File: config.mk
export PLATFORM = sky130hd
export DESIGN_NAME = keypad_hex_entry
export DESIGN_NICKNAME = d
export VERILOG_FILES = /design/src/rtl/keypad_hex_entry_pkg.sv /design/src/rtl/keypad_hex_entry_col_scanner.sv /design/src/rtl/keypad_hex_entry.sv
export SDC_FILE = /design/constraint.sdc
export NUM_CORES = 1
export LEC_CHECK = 0
export CAP_MARGIN = 20
export CORE_UTILIZATION = 45
export DETAILED_ROUTE_END_ITERATION = 16
export GPL_TIMING_DRIVEN = 0
export PLACE_DENSITY = 0.68
export SYNTH_ARGS = -nofsm -noshare
export SYNTH_HDL_FRONTEND = slang
export SYNTH_SLANG_ARGS = --single-unit
export TNS_END_PERCENT = 1
File: constraint.sdc
create_clock -name clk -period 10.8 [get_ports clk]
set_input_delay 2.16 -clock clk [delete_from_list [all_inputs] [get_ports clk]]
set_output_delay 2.16 -clock clk [all_outputs]
set_load 0.05 [all_outputs]
File: src/rtl/keypad_hex_entry_pkg.sv
// Shared definitions for the hex keypad entry block: FSM state codes,
// frame classes and the frame classification helper.
package keypad_hex_entry_pkg;

  localparam int unsigned KEY_W = 4;

  localparam logic [1:0] ST_IDLE     = 2'd0;
  localparam logic [1:0] ST_DEBOUNCE = 2'd1;
  localparam logic [1:0] ST_HELD     = 2'd2;
  localparam logic [1:0] ST_RELEASE  = 2'd3;

  typedef enum logic [1:0] {
    FC_NONE   = 2'd0,
    FC_SINGLE = 2'd1,
    FC_MULTI  = 2'd2
  } frame_class_t;

  typedef struct packed {
    frame_class_t     cls;
    logic [KEY_W-1:0] code;
  } frame_info_t;

  // hits[row*4+col] set where that intersection read low during the frame
  function automatic frame_info_t classify_frame(input logic [15:0] hits);
    frame_info_t info;
    info.cls  = FC_NONE;
    info.code = '0;
    for (int unsigned i = 0; i < 16; i++) begin
      if (hits[i]) begin
        if (info.cls == FC_NONE) begin
          info.cls  = FC_SINGLE;
          info.code = KEY_W'(i);
        end else begin
          info.cls = FC_MULTI;
        end
      end
    end
    return info;
  endfunction

endpackage

File: src/rtl/keypad_hex_entry_col_scanner.sv
// Column scanner: scan divider, active-low column rotation, row synchronizer
// and per-frame accumulation of pressed intersections.
module keypad_col_scanner
  import keypad_hex_entry_pkg::*;
#(
  parameter int unsigned SCAN_DIV = 1000
) (
  input  logic             clk,
  input  logic             rst_n,
  input  logic [3:0]       row_n,
  output logic [3:0]       col_n,
  output logic             frame_end,
  output frame_class_t     frame_cls,
  output logic [KEY_W-1:0] frame_code
);

  localparam int unsigned DIV_W = $clog2(SCAN_DIV);

  logic [3:0]       row_s1;
  logic [3:0]       row_s2;
  logic [DIV_W-1:0] div;
  logic [1:0]       col;
  logic [1:0]       col_nx;
  logic [15:0]      mask;
  logic [15:0]      col_hits;
  logic [15:0]      frame_mask;
  logic             tick;
  frame_info_t      info;

  assign tick   = (div == DIV_W'(SCAN_DIV - 1));
  assign col_nx = col + 2'd1;

  always_comb begin
    col_hits = '0;
    for (int unsigned r = 0; r < 4; r++) begin
      col_hits[{r[1:0], col}] = ~row_s2[r];
    end
  end

  // The last column is folded in combinationally so the class is ready on the frame-end tick
  assign frame_mask = mask | col_hits;
  assign info       = classify_frame(frame_mask);
  assign frame_end  = tick && (col == 2'd3);
  assign frame_cls  = info.cls;
  assign frame_code = info.code;

  always_ff @(posedge clk) begin
    if (!rst_n) begin
      row_s1 <= '1;
      row_s2 <= '1;
      div    <= '0;
      col    <= '0;
      mask   <= '0;
      col_n  <= 4'b1110;
    end else begin
      row_s1 <= row_n;
      row_s2 <= row_s1;
      if (tick) begin
        div   <= '0;
        col   <= col_nx;
        col_n <= ~(4'b0001 << col_nx);
        mask  <= (col == 2'd3) ? '0 : frame_mask;
      end else begin
        div <= div + DIV_W'(1);
      end
    end
  end

endmodule

File: src/rtl/keypad_hex_entry.sv
// 4x4 hex keypad entry: debounce FSM, accept pulse and 32-bit digit shift register.
// Optional auto-repeat while a key is held: define KEYPAD_AUTOREPEAT_EN.
module keypad_hex_entry
  import keypad_hex_entry_pkg::*;
#(
  parameter int unsigned SCAN_DIV        = 1000,
  parameter int unsigned DEBOUNCE_FRAMES = 4,
  parameter int unsigned REPEAT_FRAMES   = 25
) (
  input  logic             clk,
  input  logic             rst_n,
  input  logic [3:0]       row_n,
  input  logic             clear,
  output logic [3:0]       col_n,
  output logic             key_valid,
  output logic [KEY_W-1:0] key_code,
  output logic             key_down,
  output logic [31:0]      value
);

  localparam int unsigned CNT_W = $clog2(DEBOUNCE_FRAMES + 1);
  localparam logic [CNT_W-1:0] CNT_MAX = CNT_W'(DEBOUNCE_FRAMES);

  if (SCAN_DIV < 2 || DEBOUNCE_FRAMES < 1 || REPEAT_FRAMES < 1) begin : g_bad_params
    $error("keypad_hex_entry: illegal parameter value");
  end

  logic             frame_end;
  frame_class_t     frame_cls;
  logic [KEY_W-1:0] frame_code;
  logic             single_cand;

  logic [1:0]       state;
  logic [1:0]       state_n;
  logic [KEY_W-1:0] cand;
  logic [KEY_W-1:0] cand_n;
  logic [CNT_W-1:0] cnt;
  logic [CNT_W-1:0] cnt_n;
  logic [CNT_W-1:0] cnt_inc;
  logic             accept;

`ifdef KEYPAD_AUTOREPEAT_EN
  localparam int unsigned RPT_W = $clog2(REPEAT_FRAMES + 1);
  localparam logic [RPT_W-1:0] RPT_MAX = RPT_W'(REPEAT_FRAMES);
  logic [RPT_W-1:0] rpt;
  logic [RPT_W-1:0] rpt_n;
  logic [RPT_W-1:0] rpt_inc;
  assign rpt_inc = rpt + RPT_W'(1);
`endif

  keypad_col_scanner #(
    .SCAN_DIV (SCAN_DIV)
  ) u_scanner (
    .clk        (clk),
    .rst_n      (rst_n),
    .row_n      (row_n),
    .col_n      (col_n),
    .frame_end  (frame_end),
    .frame_cls  (frame_cls),
    .frame_code (frame_code)
  );

  assign cnt_inc     = cnt + CNT_W'(1);
  assign single_cand = (frame_cls == FC_SINGLE) && (frame_code == cand);

  always_comb begin
    state_n = state;
    cand_n  = cand;
    cnt_n   = cnt;
    accept  = 1'b0;
`ifdef KEYPAD_AUTOREPEAT_EN
    rpt_n   = rpt;
`endif
    if (frame_end) begin
      case (state)
        ST_IDLE: begin
          if (frame_cls == FC_SINGLE) begin
            cand_n = frame_code;
            if (DEBOUNCE_FRAMES == 1) begin
              state_n = ST_HELD;
              accept  = 1'b1;
            end else begin
              state_n = ST_DEBOUNCE;
              cnt_n   = CNT_W'(1);
            end
          end
        end
        ST_DEBOUNCE: begin
          if (single_cand) begin
            if (cnt_inc == CNT_MAX) begin
              state_n = ST_HELD;
              cnt_n   = '0;
              accept  = 1'b1;
            end else begin
              cnt_n = cnt_inc;
            end
          end else begin
            state_n = ST_IDLE;
            cnt_n   = '0;
          end
        end
        ST_HELD: begin
          if (frame_cls == FC_NONE) begin
            if (DEBOUNCE_FRAMES == 1) begin
              state_n = ST_IDLE;
              cnt_n   = '0;
            end else begin
              state_n = ST_RELEASE;
              cnt_n   = CNT_W'(1);
            end
          end
`ifdef KEYPAD_AUTOREPEAT_EN
          else if (single_cand) begin
            if (rpt_inc == RPT_MAX) begin
              accept = 1'b1;
              rpt_n  = '0;
            end else begin
              rpt_n = rpt_inc;
            end
          end else begin
            rpt_n = '0;
          end
`endif
        end
        default: begin
          if (frame_cls == FC_NONE) begin
            if (cnt_inc == CNT_MAX) begin
              state_n = ST_IDLE;
              cnt_n   = '0;
            end else begin
              cnt_n = cnt_inc;
            end
          end else begin
            state_n = ST_HELD;
            cnt_n   = '0;
          end
        end
      endcase
    end
`ifdef KEYPAD_AUTOREPEAT_EN
    // Every entry into HELD starts a fresh repeat interval
    if (state_n == ST_HELD && state != ST_HELD) begin
      rpt_n = '0;
    end
`endif
  end

  always_ff @(posedge clk) begin
    if (!rst_n) begin
      state     <= ST_IDLE;
      cand      <= '0;
      cnt       <= '0;
      key_valid <= 1'b0;
      key_code  <= '0;
      key_down  <= 1'b0;
      value     <= '0;
`ifdef KEYPAD_AUTOREPEAT_EN
      rpt       <= '0;
`endif
    end else begin
      state     <= state_n;
      cand      <= cand_n;
      cnt       <= cnt_n;
      key_valid <= accept;
      key_down  <= (state_n == ST_HELD) || (state_n == ST_RELEASE);
      if (accept) begin
        key_code <= cand_n;
      end
      if (clear) begin
        value <= accept ? {{(32 - KEY_W){1'b0}}, cand_n} : '0;
      end else if (accept) begin
        value <= {value[31-KEY_W:0], cand_n};
      end
`ifdef KEYPAD_AUTOREPEAT_EN
      rpt       <= rpt_n;
`endif
    end
  end

endmodule

Yosys cells after proc, flatten, opt, wreduce, memory -nomap -nowiden
Index checks and enable logic that the tools add are counted.
{"block": "totals", "register_bits": 87, "latchBits": 0, "mem_bits_rw": 0, "mem_bits_ro": 0, "inputBits": 7, "output_inout_bits": 42, "word_cells": 153, "memories": 0}
{"block": "classes", "addsub": 3, "multipliers": 0, "div": 0, "order_cmp": 8, "n_eq_ne": 11, "shift": 1, "muxes": 82, "bitwise_logic": 8, "n_reduce_logical": 27}
{"cell": "6-bit 2-to-1 mux", "n": 15}
{"cell": "4-bit 2-to-1 mux", "n": 19}
{"cell": "32-bit 2-to-1 mux", "n": 2}
{"cell": "16-bit bitwise mux", "n": 3}
{"cell": "2-bit 2-to-1 mux", "n": 22}
{"cell": "2-bit logical NOT", "n": 17}
{"cell": "16-bit by 4-bit AND with 16-bit output", "n": 1}
{"cell": "16-bit 2-to-1 mux", "n": 1}
{"cell": "16-bit bitwise OR", "n": 1}
{"cell": "3-bit 2-to-1 mux", "n": 5}
{"cell": "10-bit by 1-bit adder with 10-bit output (second input constant)", "n": 1}
{"cell": "10-bit equality test (second input constant)", "n": 1}
{"cell": "4-bit by 5-bit < comparator with 1-bit output (second input constant)", "n": 2}
{"cell": "3-bit case mux with 3 select lines", "n": 1}
{"cell": "1-bit demux with 2-bit select", "n": 4}
{"cell": "2-bit equality test (second input constant)", "n": 4}
{"cell": "4-bit by 1-bit >= comparator with 1-bit output (second input constant)", "n": 2}
{"cell": "1-bit 2-to-1 mux", "n": 8}
{"cell": "1-bit logical AND", "n": 6}
{"cell": "2-bit case mux with 3 select lines", "n": 1}
{"cell": "2-bit by 5-bit < comparator with 1-bit output (second input constant)", "n": 1}
{"cell": "3-bit by 5-bit < comparator with 1-bit output (second input constant)", "n": 1}
{"cell": "5-bit 2-to-1 mux", "n": 1}
{"cell": "1-bit inverter", "n": 5}
{"cell": "other kinds (14)", "n": 16}

Longest topological paths before layout
Gate-level depths: netlist (run 1).
{"block": "logic_depth", "word_depth": 62, "mapped_depth": 18, "mapped_depth_nobuf": 16}

Modules after synthesis
A second synthesis (run 1) with hierarchy kept.
{"block": "unflattened", "hier_cells": 481, "area_unflattened_um2": 4052.6}
{"mod": "keypad_col_scanner", "n_inst": 1, "cells_each": 268, "area_each_um2": 2218.4, "seq_area_each_um2": 800.8}
{"mod": "keypad_hex_entry", "n_inst": 1, "cells_each": 213, "area_each_um2": 1834.3, "seq_area_each_um2": 940.9}

Worst setup path after synthesis (run 1)
No wires, ideal clock.
{"block": "synth_timing", "path_type": "register -> register", "start": "register u_scanner.col[0]", "end": "register value[26]", "setup_ns": 0.128, "arrival_ns": 4.153, "required_ns": 10.672, "path_slack_ns": 6.519, "stages_incl_launch_ff": 19, "n_path_buf": 2, "period_less_slack_ns": 4.281, "cell_sequence": "dfxtp_1 -> inv_1 -> ha_1 -> clkbuf_1 -> a21oi_1 -> inv_1 -> ha_1 -> nor4_1 -> o21ai_1 -> or4b_1 -> o211a_2 -> nor3_1 -> nor2_1 -> a31oi_1 -> mux2_4 -> o221ai_4 -> buf_4 -> mux2i_1 -> nor2_1"}
{"block": "synth_between", "elab_chain_cells": 61, "elab_cells_between_ends": 95, "cone_classes": "order compare: 8; eq/ne: 3; mux: 60; bitwise: 2; reduce/logical: 22"}
{"item": "from (decl)", "line": "keypad_hex_entry_col_scanner.sv:22", "rtl": "logic [1:0] col;"}
{"item": "from (signal assigned)", "line": "keypad_hex_entry_col_scanner.sv:60", "rtl": "col <= col_nx;"}
{"item": "2-bit by 5-bit < comparator with 1-bit output (implied by the code) / 2-bit by 1-bit >= comparator with 1-bit output (equally long branches)", "line": "keypad_hex_entry_col_scanner.sv:36", "rtl": "col_hits[{r[1:0], col}] = ~row_s2[r];"}
{"item": "1-bit logical AND (implied by the code)", "line": "keypad_hex_entry_col_scanner.sv:36"}
{"item": "1-bit 2-to-1 mux (implied by the code)", "line": "keypad_hex_entry_col_scanner.sv:36"}
{"item": "1-bit demux with 2-bit select"}
{"item": "16-bit by 4-bit AND with 16-bit output (no source line)"}
{"item": "16-bit bitwise mux (3 in a row)", "line": "keypad_hex_entry_col_scanner.sv:36"}
{"item": "16-bit bitwise OR", "line": "keypad_hex_entry_col_scanner.sv:41", "rtl": "assign frame_mask = mask | col_hits;"}
{"item": "5-bit 2-to-1 mux", "line": "keypad_hex_entry_pkg.sv:29", "rtl": "if (hits[i]) begin"}
{"item": "(+43 left out)"}
{"item": "4-bit 2-to-1 mux / 2-bit 2-to-1 mux (equally long branches)", "line": "keypad_hex_entry_pkg.sv:30", "rtl": "if (info.cls == FC_NONE) begin"}
{"item": "6-bit 2-to-1 mux", "line": "keypad_hex_entry_pkg.sv:29"}
{"item": "4-bit equality test / 2-bit by 1-bit equality test with 1-bit output (equally long branches)", "line": "keypad_hex_entry.sv:64", "rtl": "assign single_cand = (frame_cls == FC_SINGLE) && (frame_code == cand);"}
{"item": "1-bit logical AND", "line": "keypad_hex_entry.sv:64"}
{"item": "1-bit 2-to-1 mux", "line": "keypad_hex_entry.sv:89", "rtl": "if (single_cand) begin"}
{"item": "1-bit 2-to-1 mux", "line": "keypad_hex_entry.sv:75", "rtl": "case (state)"}
{"item": "1-bit 2-to-1 mux (*)", "line": "keypad_hex_entry.sv:74", "rtl": "if (frame_end) begin"}
{"item": "2-bit nonzero test (no source line) (*)"}
{"item": "to (signal assigned)", "line": "keypad_hex_entry.sv:170", "rtl": "value <= accept ? {{(32 - KEY_W){1'b0}}, cand_n} : '0;"}
{"item": "to (signal assigned)", "line": "keypad_hex_entry.sv:172", "rtl": "value <= {value[31-KEY_W:0], cand_n};"}
{"item": "to (decl)", "line": "keypad_hex_entry.sv:18", "rtl": "output logic [31:0] value"}
Mark *: on every way between the ends. The rest lies on a longest branch, timed or not.
A chain may end at the register's enable or synchronous reset.

Worst setup path in the final report (run 1)
{"block": "layout_timing", "start": "register u_scanner.col[0]", "end": "register value[31]"}
Same word-level chain as after synthesis.

==> impl_metrics.yaml, run 1 <==
route:
  wirelength_um: 9970
  routed_via_density: 5.64
  drcViolationCount: 0
  drtIter0Drc: 204
  via_count: 3648
  antenna_left: 0
  wl_per_cell_um: 15.4
  dr.pass1.iters: 5
timing:
  finalCritPeriodShare: 0.463
  tightest_slew_ns: 0.609
  rsz0062_at_grt: "no"
  timing.slew.headroom: 0.589
  finalHoldViolCount: 0
  setup_violations: 0
  fin_crit_ns: 5.00
  max_freq_mhz: 200
  final.setup.tns_ns: 0
  finalClockSkew_ns: 0.00998
  slew_viol_final: 0
clocking:
  insertion_delay_ns: 0.37
  cts_tree: "built"
  cts_hold_buf: 0
  clkSinkCount: 87
  cts.repair.resized: 0
  cts.path.max_buffers: 2
  root_buffer: "clkbuf_8"
  clkTransAtPathRegs_ns: 0.09
  numCtsBuffers: 9
  cts_max_level: 3
  postCtsSetupBuffers: 0
critical_path:
  worstSetupPathType: "register to register"
  cp_data_arrival_time_ns: 5.24
  cp_cell_sequence: "inv_1 > ha_1 > clkbuf_1 > a21oi_1 > inv_1 > ha_1 > nor4_1 > o21ai_1 > or4b_1 > o211a_2 > nor3_1 > nor2_1 > a31oi_1 > mux2_4 > o221ai_4 > buf_6 > mux2i_1 > nor2_1"
  start_kind: "register"
  crit_family: "simple AND/OR/NAND/NOR gates"
  cp_data_required_time_ns: 11.04
  cp_max_fo: 10
  path_buf_inv: 4
  critPathMaxStageDelay_ns: 0.53
  cpMaxStageDelayCell: "or4b_1"
  cp-end-kind: "register"
cells_and_area:
  drive_gt1_frac: 0.0686
  diodes: 0
  layout_commonest_cell: "dfxtp_1"
  syn_to_final_growth_pct: 18.6
  nFillCells: 811
  regArea_um2: 1740
  final_cell_mix: "87 x dfxtp_1, 72 x nor2_1, 48 x clkdlybuf4s50_1"
  multi_input_area_um2: 2310
  num-nets-final: 550
floorplan:
  dieArea_um2: 9780
  io_pins: 49
  die_x_um: 98.9
  initial_core_util: 0.475
  core_area_um2: 8890
  die_h_um: 98.9
  rows: 34
grt:
  grt_usage: 0.215
  grt_pass1_wl_um: 16700
  overflow: 0
  grt_pass1_vias: 3381
  grt_antenna_before_repair: 0
  grt_max_degree: 16
logic_synthesis:
  synthDistinctLibCells: 68
  yosysTopAreaCellShare: 0.412
  netlist_instances: 476
  synth_fp_nets: 491
  yosysWarnings: 0
  synth_area_leaders: "dfxtp_1 41%, mux2i_1 8.3%, nor2_1 6.4%"
  synth-edff-count: 0
  synthArstFlopShare: 0
  ys.flop_type: "dfxtp_1"
  synth_area_per_cell_um2: 8.88
  syn_area_um2: 4230
  synth_area_leader_cell: "dfxtp_1"
  yosysSeqAreaShare: 0.412
  yosys_register_bits: 87
placed_design:
  io_buffer_count: 48
  place_hpwl_um: 7420
  gp_congestion: 0.846
hold_path:
  holdCritPathClass: "register to register"
pwr:
  p_per_area_nw_per_um2: 112
  leakagePower_nw: 2.12
  power_mw: 0.562
  irDropWorstVdd_mv: 0.0776
job:
  max_cap_viol_count: 0
status:
  status: "finished, final reports clean"
[cells in the mapped netlist (all sizes together), types with 4 or more instances]
cell,count
a211o,4
a211oi,6
a21oi,25
a311oi,4
a31oi,17
and2,4
and3,5
buf,7
clkbuf,14
dfxtp,87
ha,8
inv,14
mux2i,35
nand2,21
nand2b,17
nand3,10
nor2,72
nor2b,9
nor3,16
o211ai,6
o21a,6
o21ai,16
or2,9
or3,4
xnor2,7
xor2,5
[final timing paths]
| check | startpoint | to | slack [ns] | cells past startpoint |
|---|---|---|---|---|
| setup / recovery | u_scanner.col[0]$_SDFFE_PN0N_ | value[31]$_SDFFE_PN0P_ | 5.80 | 18 |
| hold / removal | u_scanner.row_s1[3]$_SDFF_PN1_ | u_scanner.row_s2[3]$_SDFF_PN1_ | 0.41 | 1 |
| setup reg to reg | u_scanner.col[0]$_SDFFE_PN0N_ | value[31]$_SDFFE_PN0P_ | 5.80 | 18 |
| hold reg to reg | u_scanner.row_s1[3]$_SDFF_PN1_ | u_scanner.row_s2[3]$_SDFF_PN1_ | 0.41 | 1 |
[routing by layer]
layer,wire (um),global-route usage,part of all wire,vias up
met3,531,0.0511,0.053,15
met1,4880,0.296,0.49,1718
met2,4390,0.327,0.44,94
met5,0,0,0,-
li1,-,-,-,1821
met4,172,0.0781,0.017,0
[report_power, final]
part           internal (mW)  switching [mW]
clock                 0.0834           0.121
sequential             0.323         0.00173
combinational         0.0125          0.0206
total                  0.419           0.144
[kinds of logic (layout without fill, tap and decap cells)]
family	after synthesis	after routing	synth area share
flops	87	87	0.412
buf+inv	36	99	0.0403
mux	36	36	0.0864
fa+ha+maj	8	8	0.0237
compound gates	111	111	0.188
xor+xnor	12	12	0.0249
simple gates	186	186	0.224
[flip-flops by register name (all words and copies together), names as in the netlist]
signal	count
cand	4
cnt	3
key_code	4
key_down	1
key_valid	1
state	2
u_scanner.col	2
u_scanner.col_n	4
u_scanner.div	10
u_scanner.mask	16
u_scanner.row_s1	4
u_scanner.row_s2	4
value	32
[final cells by class]
type                            count  share of cell area
Sequential cell                    87               0.347
Inverter                           15              0.0112
Multi-Input combinational cell    353               0.462
Timing Repair Buffer               48              0.0959
Buffer                             21              0.0227
Clock inverter                      6             0.00924
Clock buffer                        9              0.0247
Tap cell                          108              0.0270
[per-stage QoR]
stage	worst slack, ns	std cells	hold WS (ns)	utilization	cell area, um^2
2_1_floorplan	6.52	476	0.386	-	4230
3_3_place_gp	5.98	632	0.393	0.545	4840
3_5_place_dp	5.87	632	0.397	0.545	4840
4_1_cts	5.84	647	0.417	0.564	5010
5_1_grt	5.41	647	0.435	0.564	5010
6_report	5.80	647	0.414	0.564	5010
[worst reg2reg max path: stages (launching register included)]
cell and delay, ns:
dfxtp_1 0.41, inv_1 0.08, ha_1 0.20, clkbuf_1 0.21
a21oi_1 0.39, inv_1 0.11, ha_1 0.33, nor4_1 0.25
o21ai_1 0.19, or4b_1 0.53, o211a_2 0.20, nor3_1 0.42
nor2_1 0.16, a31oi_1 0.25, mux2_4 0.36, o221ai_4 0.31
buf_6 0.23, mux2i_1 0.20, nor2_1 0.06
(Power assumes the default switching activity.)
==> run 2: changes to the inputs <==
==> constraint.sdc (replaced) <==
create_clock -name clk -period 5.1 [get_ports clk]
set_input_delay 1.02 -clock clk [delete_from_list [all_inputs] [get_ports clk]]
set_output_delay 1.02 -clock clk [all_outputs]
set_load 0.05 [all_outputs]
==> impl_metrics.yaml, run 2 (same netlist as run 1, synthesis figures left out) <==
clocking:
  cts_tree: "built"
  cts_max_level: 3
  insertion_delay_ns: 0.36
  postCtsSetupBuffers: 0
  root_buffer: "clkbuf_8"
  cts.path.max_buffers: 2
  clkSinkCount: 87
  clkTransAtPathRegs_ns: 0.09
  numCtsBuffers: 9
grt:
  grt_usage: 0.215
  overflow: 0
  grt_max_degree: 16
  grt_pass1_vias: 3381
  grt_pass1_wl_um: 16700
  grt_antenna_before_repair: 0
cells_and_area:
  diodes: 0
  largest_registers: "value (32), u_scanner.mask (16), u_scanner.div (10)"
  layout_commonest_cell: "dfxtp_1"
  final_cell_mix: "87 x dfxtp_1, 72 x nor2_1, 48 x clkdlybuf4s50_1"
  multi_input_area_um2: 2330
  regArea_um2: 1740
  nFillCells: 811
  largest_reg_flops: 32
  drive_gt1_frac: 0.0761
  num-nets-final: 550
  syn_to_final_growth_pct: 19.0
  largest-register: "value"
critical_path:
  cp_data_arrival_time_ns: 5.03
  worstReg2RegStart: "u_scanner.col[0]$_SDFFE_PN0N_"
  worstSetupPathType: "register to register"
  cp_max_fo: 10
  rr_worst_depth: 18
  cp_data_required_time_ns: 5.34
  start_kind: "register"
  r2r_end: "value[31]$_SDFFE_PN0P_"
  startpoint: "u_scanner.col[0]$_SDFFE_PN0N_"
  reg2reg_slack_ns: 0.31
  endpoint: "value[31]$_SDFFE_PN0P_"
  cp-end-kind: "register"
timing:
  finalHoldViolCount: 0
  final.setup.tns_ns: 0
  timing.slew.headroom: 0.591
  tightest_slew_ns: 0.605
  setup_violations: 0
  setup_ws_ns: 0.311
  max_freq_mhz: 209
  finalCritPeriodShare: 0.939
  fin_crit_ns: 4.79
  finalClockSkew_ns: 0.0114
  slew_viol_final: 0
  rsz0062_at_grt: "no"
floorplan:
  die_h_um: 98.9
  initial_core_util: 0.475
  rows: 34
  dieArea_um2: 9780
  die_x_um: 98.9
  io_pins: 49
  core_area_um2: 8890
route:
  drtIter0Drc: 201
  wirelength_um: 9910
  wl_per_cell_um: 15.3
  drcViolationCount: 0
  via_count: 3635
  dr.pass1.iters: 4
  antenna_left: 0
  routed_via_density: 5.62
hold_path:
  holdCritPathClass: "register to register"
pwr:
  irDropWorstVdd_mv: 0.164
  power_mw: 1.19
  p_per_area_nw_per_um2: 236
  leakagePower_nw: 2.12
job:
  max_cap_viol_count: 0
placed_design:
  place_hpwl_um: 7420
  io_buffer_count: 48
  pre_cts_ws_ns: 0.167
  gp_congestion: 0.846
status:
  status: "finished, final reports clean"
-- run 2: cell types whose count changed in the layout (fill, tap and decap cells not counted) --
cell / change
a21oi_1: -2
nor3_2: +2
nor3_1: -2
a21oi_2: +2
-- run 2: worst min path at each step --
| stage | start | end | cells after the start | slack [ns] |
|---|---|---|---|---|
| detailed placement | u_scanner.row_s1[3]$_SDFF_PN1_ | u_scanner.row_s2[3]$_SDFF_PN1_ | 1 | 0.40 |
| global placement | u_scanner.row_s1[2]$_SDFF_PN1_ | u_scanner.row_s2[2]$_SDFF_PN1_ | 1 | 0.39 |
| floorplan | u_scanner.row_s1[0]$_SDFF_PN1_ | u_scanner.row_s2[0]$_SDFF_PN1_ | 1 | 0.39 |
| finish | u_scanner.row_s1[3]$_SDFF_PN1_ | u_scanner.row_s2[3]$_SDFF_PN1_ | 1 | 0.41 |
| global route | u_scanner.row_s1[3]$_SDFF_PN1_ | u_scanner.row_s2[3]$_SDFF_PN1_ | 1 | 0.43 |
| CTS | u_scanner.row_s1[0]$_SDFF_PN1_ | u_scanner.row_s2[0]$_SDFF_PN1_ | 1 | 0.42 |
-- run 2: per-layer routing --
metal / wire length (um) / global-route usage / up-vias
li1: - / - / 1824
met1: 4910 / 0.296 / 1734
met2: 4400 / 0.327 / 63
met3: 419 / 0.0511 / 14
met4: 176 / 0.0781 / 0
met5: 0 / 0 / -
-- run 2: area by class of cell --
class | instances | area share
multi-input cells | 353 | 0.464
clock inverters | 6 | 0.00920
flip-flops and latches | 87 | 0.346
clock buffers | 9 | 0.0246
inverters | 15 | 0.0112
plain buffers | 21 | 0.0226
well taps | 108 | 0.0269
repair buffers | 48 | 0.0955
-- run 2: per-stage QoR --
| step | hold slack [ns] | area (um^2) | utilization | instances |
|---|---|---|---|---|
| floorplan | 0.386 | 4230 | - | 476 |
| global placement | 0.393 | 4840 | 0.545 | 632 |
| detailed placement | 0.397 | 4840 | 0.545 | 632 |
| CTS | 0.417 | 5010 | 0.564 | 647 |
| global route | 0.435 | 5030 | 0.566 | 647 |
| finish | 0.414 | 5030 | 0.566 | 647 |
-- run 2: where the power goes --
part / total, mW / switching, mW / internal [mW]
Combinational: 0.0707 / 0.0439 / 0.0268
Clock: 0.431 / 0.254 / 0.177
Sequential: 0.687 / 0.00370 / 0.684
-- run 2: what timing repair did --
action                                  CTS  global route
hold buffers                              0             0
gates resized for setup                   0             4
endpoints found under the setup margin    0            43
-- run 2: critical path, cell delays in order, from the launching register on --
cell and delay (ns):
dfxtp_1 0.41, inv_1 0.08, ha_1 0.20, clkbuf_1 0.22
a21oi_2 0.29, inv_1 0.09, ha_1 0.32, nor4_1 0.24
o21ai_1 0.19, or4b_1 0.53, o211a_2 0.21, o2111a_1 0.19
a211oi_4 0.38, a31oi_1 0.17, mux2_4 0.36, o221ai_4 0.31
buf_6 0.22, mux2i_1 0.19, nor2_1 0.06
==> edit 1 (flow settings as in run 1) <==
Register the inputs `row_n` and `clear` before use. The logic sees them one clock later.
--- a/src/rtl/keypad_hex_entry.sv
+++ b/src/rtl/keypad_hex_entry.sv
@@ -20,6 +20,14 @@
 
   localparam int unsigned CNT_W = $clog2(DEBOUNCE_FRAMES + 1);
   localparam logic [CNT_W-1:0] CNT_MAX = CNT_W'(DEBOUNCE_FRAMES);
+
+  logic [3:0] row_n_q;
+  logic clear_q;
+
+  always_ff @(posedge clk) begin
+    row_n_q <= row_n;
+    clear_q <= clear;
+  end
 
   if (SCAN_DIV < 2 || DEBOUNCE_FRAMES < 1 || REPEAT_FRAMES < 1) begin : g_bad_params
     $error("keypad_hex_entry: illegal parameter value");
@@ -53,7 +61,7 @@
   ) u_scanner (
     .clk        (clk),
     .rst_n      (rst_n),
-    .row_n      (row_n),
+    .row_n      (row_n_q),
     .col_n      (col_n),
     .frame_end  (frame_end),
     .frame_cls  (frame_cls),
@@ -166,7 +174,7 @@
       if (accept) begin
         key_code <= cand_n;
       end
-      if (clear) begin
+      if (clear_q) begin
         value <= accept ? {{(32 - KEY_W){1'b0}}, cand_n} : '0;
       end else if (accept) begin
         value <= {value[31-KEY_W:0], cand_n};
Formal check against the unedited RTL: same outputs for any inputs over 10 cycles, from zero or initial values and one cycle with rst_n low; that may be too few to reach the edited logic, so the function may still have changed.
==> edit 1 against run 1 <==
First-iteration DRC count down 25%; sequential cell count up 5; largest cell class unchanged; count of clock-buffer cells in the layout up 3; wire length up 5.7%; cell area up 4.2%; power up 10%; maximum frequency up 7.8%; setup slack better by 360 ps; sequential power up 6%; area after synthesis up 3.6%; via count up 5.2%; largest power group unchanged.
==> edit 1: results <==
set metrics [dict create \
    grt_pass1_wl_um 17710 \
    ir_drop_mv 0.07739 \
    p_leak_nw 1.965 \
    grt_usage_pct 22.17 \
    dr.first_iter.drc_count 152 \
    path_delay_family "compound AO/OA/AOI/OAI gates" \
    hold_class "register to register" \
    dpl.hpwl_um 7968 \
    clkLatencyLatePin_ps 350 \
    gp_congestion 0.8766 \
    drt-wirelength-per-cell_um 15.39 \
    hp-start "row_n_q[0]$_DFF_P_" \
    cp_slowest_cell "nor3_4" \
    start_util_pct 46.96 \
    status "completed" \
    fin_nets 565 \
    io_buffers 47 \
    synth_common_cells "dfxtp_1, nor2_1, nand2_1" \
    finClkSkew_ps 14.22 \
    grt_pass1_vias 3715 \
    reg_top3 "value: 32 flops, u_scanner.mask: 16 flops, u_scanner.div: 10 flops" \
    ys_seq_area_share_pct 42.05 \
    synth_area_leaders "dfxtp_1, nor2_1, mux2i_1, a22oi_1, o21a_1" \
    max_slew_margin_pct 51.95 \
    cts-resized-gates 0 \
    cpPeakStageDelay_ps 420 \
    clkTransAtPathRegs_ps 90 \
    cp.arrival_ps 4860 \
    startpoint_type "register" \
    route.vias.total 3838 \
    r2r_start "u_scanner.col[1]$_SDFFE_PN0N_" \
    cp_max_fo 10 \
    synth_cell_types 74 \
    layout-drive-gt1-share_pct 8.829 \
    syn-num-nets 507 \
]
## edit 1: cell count changes after synthesis, sizes merged, moves of 4 or more
cell    delta
clkbuf     -4
a31oi     -10
or4        +4
dfxtp      +5
nand2      +6
o21a      +14
a22oi     +18
nor3       -9
and3       +6
or2        -8
buf        +5
mux2i     -20
## edit 1: final timing paths
check             depth (start not counted)                              to  slack [ps]
hold / removal                            1  u_scanner.row_s1[0]$_SDFF_PN1_         410
setup / recovery                         19          value[20]$_SDFFE_PN0P_        6160
setup reg to reg                         19          value[20]$_SDFFE_PN0P_        6160
hold reg to reg                           1  u_scanner.row_s1[0]$_SDFF_PN1_         410
## edit 1: metal layers
layer	up-vias	GRT usage (%)	routed length [µm]
met5	-	0	0
met3	16	4.092	417
met4	0	7.915	144
li1	1910	-	-
met2	87	35.04	4810
met1	1825	30.30	5157
## edit 1: where the power goes
part	leakage, nW	internal [mW]	switching (mW)
clock network	0.107	0.122	0.116
registers	0.745	0.342	0.00198
logic	1.11	0.0143	0.0235
total	1.97	0.478	0.141
## edit 1: cells by family (layout without fill, tap and decap cells)
logic type,after synthesis,count (layout),share of synthesized area (%)
compound gates,139,139,23.22
xor+xnor,14,14,2.799
fa+ha+maj,8,8,2.285
buf+inv,36,99,3.884
flops,92,92,42.05
mux,15,15,3.428
simple gates,188,188,22.34
## edit 1: cell type report
cell class	instances	area, µm²
clock buffers	12	155.1
inverters	14	52.55
multi-input cells	364	2369
flip-flops and latches	92	1842
clock inverters	4	56.30
fillers	889	4104
repair buffers	47	470.5
well taps	129	161.4
plain buffers	22	117.6
## edit 1: metrics by stage
stage / setup WS, ps / area, µm² / std cells / total power, mW / hold slack [ps]
2_1_floorplan: 6829 / 4380 / 492 / 0.3790 / 386.3
3_5_place_dp: 6230 / 5012 / 668 / 0.3895 / 396.0
4_1_cts: 6197 / 5224 / 684 / 0.6257 / 417.6
3_3_place_gp: 6300 / 5012 / 668 / 0.3890 / 388.8
5_1_grt: 5833 / 5224 / 684 / 0.6440 / 433.9
6_report: 6161 / 5224 / 684 / 0.6192 / 414.7
==> edit 2 (flow settings as in run 1) <==
Made on the original files. `DEBOUNCE_FRAMES`: 4 -> 2.
--- a/src/rtl/keypad_hex_entry.sv
+++ b/src/rtl/keypad_hex_entry.sv
@@ -4,7 +4,7 @@
   import keypad_hex_entry_pkg::*;
 #(
   parameter int unsigned SCAN_DIV        = 1000,
-  parameter int unsigned DEBOUNCE_FRAMES = 4,
+  parameter int unsigned DEBOUNCE_FRAMES = 2,
   parameter int unsigned REPEAT_FRAMES   = 25
 ) (
   input  logic             clk,
Formal check against the unedited RTL: same outputs for any inputs over 10 cycles, from zero or initial values and one cycle with rst_n low; that may be too few to reach the edited logic, so the function may still have changed.
==> edit 2 against run 1 <==
Sequential cell count is 1 lower; setup slack worse by 470 ps; critical path depth rose by 2; combinational power grew 21%; sequential share of layout area shrank 0.92 points; cell area increased by 1.5%; wire length rose by 1.5%; sequential power is 1% lower; power is 2.4% lower; area after synthesis grew 1.4%; non-clock buffer count decreased by 4; largest power group unchanged; highest routed layer unchanged.
==> edit 2: results <==
set metrics [dict create \
    status "completed" \
    seqPwrFrac_pct 58.5 \
    synth_common_cells "dfxtp_1, nand2_1, nor2_1" \
    cp_slowest_cell "nor4_1" \
    r2r_cells 20 \
    dp_slack_ps 5431 \
    reg2reg_to "value[17]$_SDFFE_PN0P_" \
    holdPathEnd "u_scanner.row_s2[2]$_SDFF_PN1_" \
    dpl.hpwl_um 7662 \
    wl_met3_um 585 \
    grt_pass1_vias 3500 \
    hold_slack_ps 410.8 \
    wl_met1_um 4785 \
    r2r_start "u_scanner.col[1]$_SDFFE_PN0N_" \
    layout-drive-gt1-share_pct 6.607 \
    synth_xor_area_share_pct 2.452 \
    dr.first_iter.drc_count 203 \
    use_met2_pct 33.55 \
    synth.area.mux_share_pct 9.340 \
    met3_usage_pct 5.973 \
    synth_cell_types 64 \
    grt_util_met1_pct 28.06 \
    p_total_mw 0.5489 \
    cpPeakStageDelay_ps 480 \
    wl_met2_um 4576 \
    post_layout_nonfiller_instances 689 \
    dpl.cell_count 675 \
    synth.avg_cell_area_um2 8.625 \
    comb_power_mw 0.0399 \
    fin_nets 570 \
    ys_seq_area_share_pct 40.16 \
    cp.arrival_ps 5730 \
    synth-compound-area-share_pct 17.81 \
    grt_max_degree 14 \
    finClkSkew_ps 17.86 \
    hp-start "u_scanner.row_s1[2]$_SDFF_PN1_" \
    synth_area_leaders "dfxtp_1, mux2i_1, nand2_1, nor2_1, a21oi_1" \
    route.vias.total 3780 \
]
edit 2: changes by cell type after synthesis, moves of 6 or more:
cell / before / now
a31oi_1: 17 / 8
and2_1: 4 / 10
nor3_1: 16 / 9
nand2_1: 21 / 66
nor2_1: 72 / 53
edit 2: worst reg2reg max path: cells and delay by family (launching register included):
| kind | cells | cell delay, ps |
|---|---|---|
| compound gates | 7 | 1870 |
| fa+ha+maj | 2 | 520 |
| buf+inv | 5 | 740 |
| flops | 1 | 380 |
| mux | 1 | 220 |
| simple gates | 5 | 1680 |
edit 2: cell type report:
cell class | count | area (µm²) | share of cell area [%]
Sequential cell | 86 | 1722 | 33.82
Tap cell | 129 | 161.4 | 3.171
Clock buffer | 10 | 127.6 | 2.507
Buffer | 16 | 125.1 | 2.458
Multi-Input combinational cell | 377 | 2372 | 46.61
Clock inverter | 4 | 26.28 | 0.5162
Inverter | 18 | 67.56 | 1.327
Timing Repair Buffer | 49 | 488.0 | 9.587
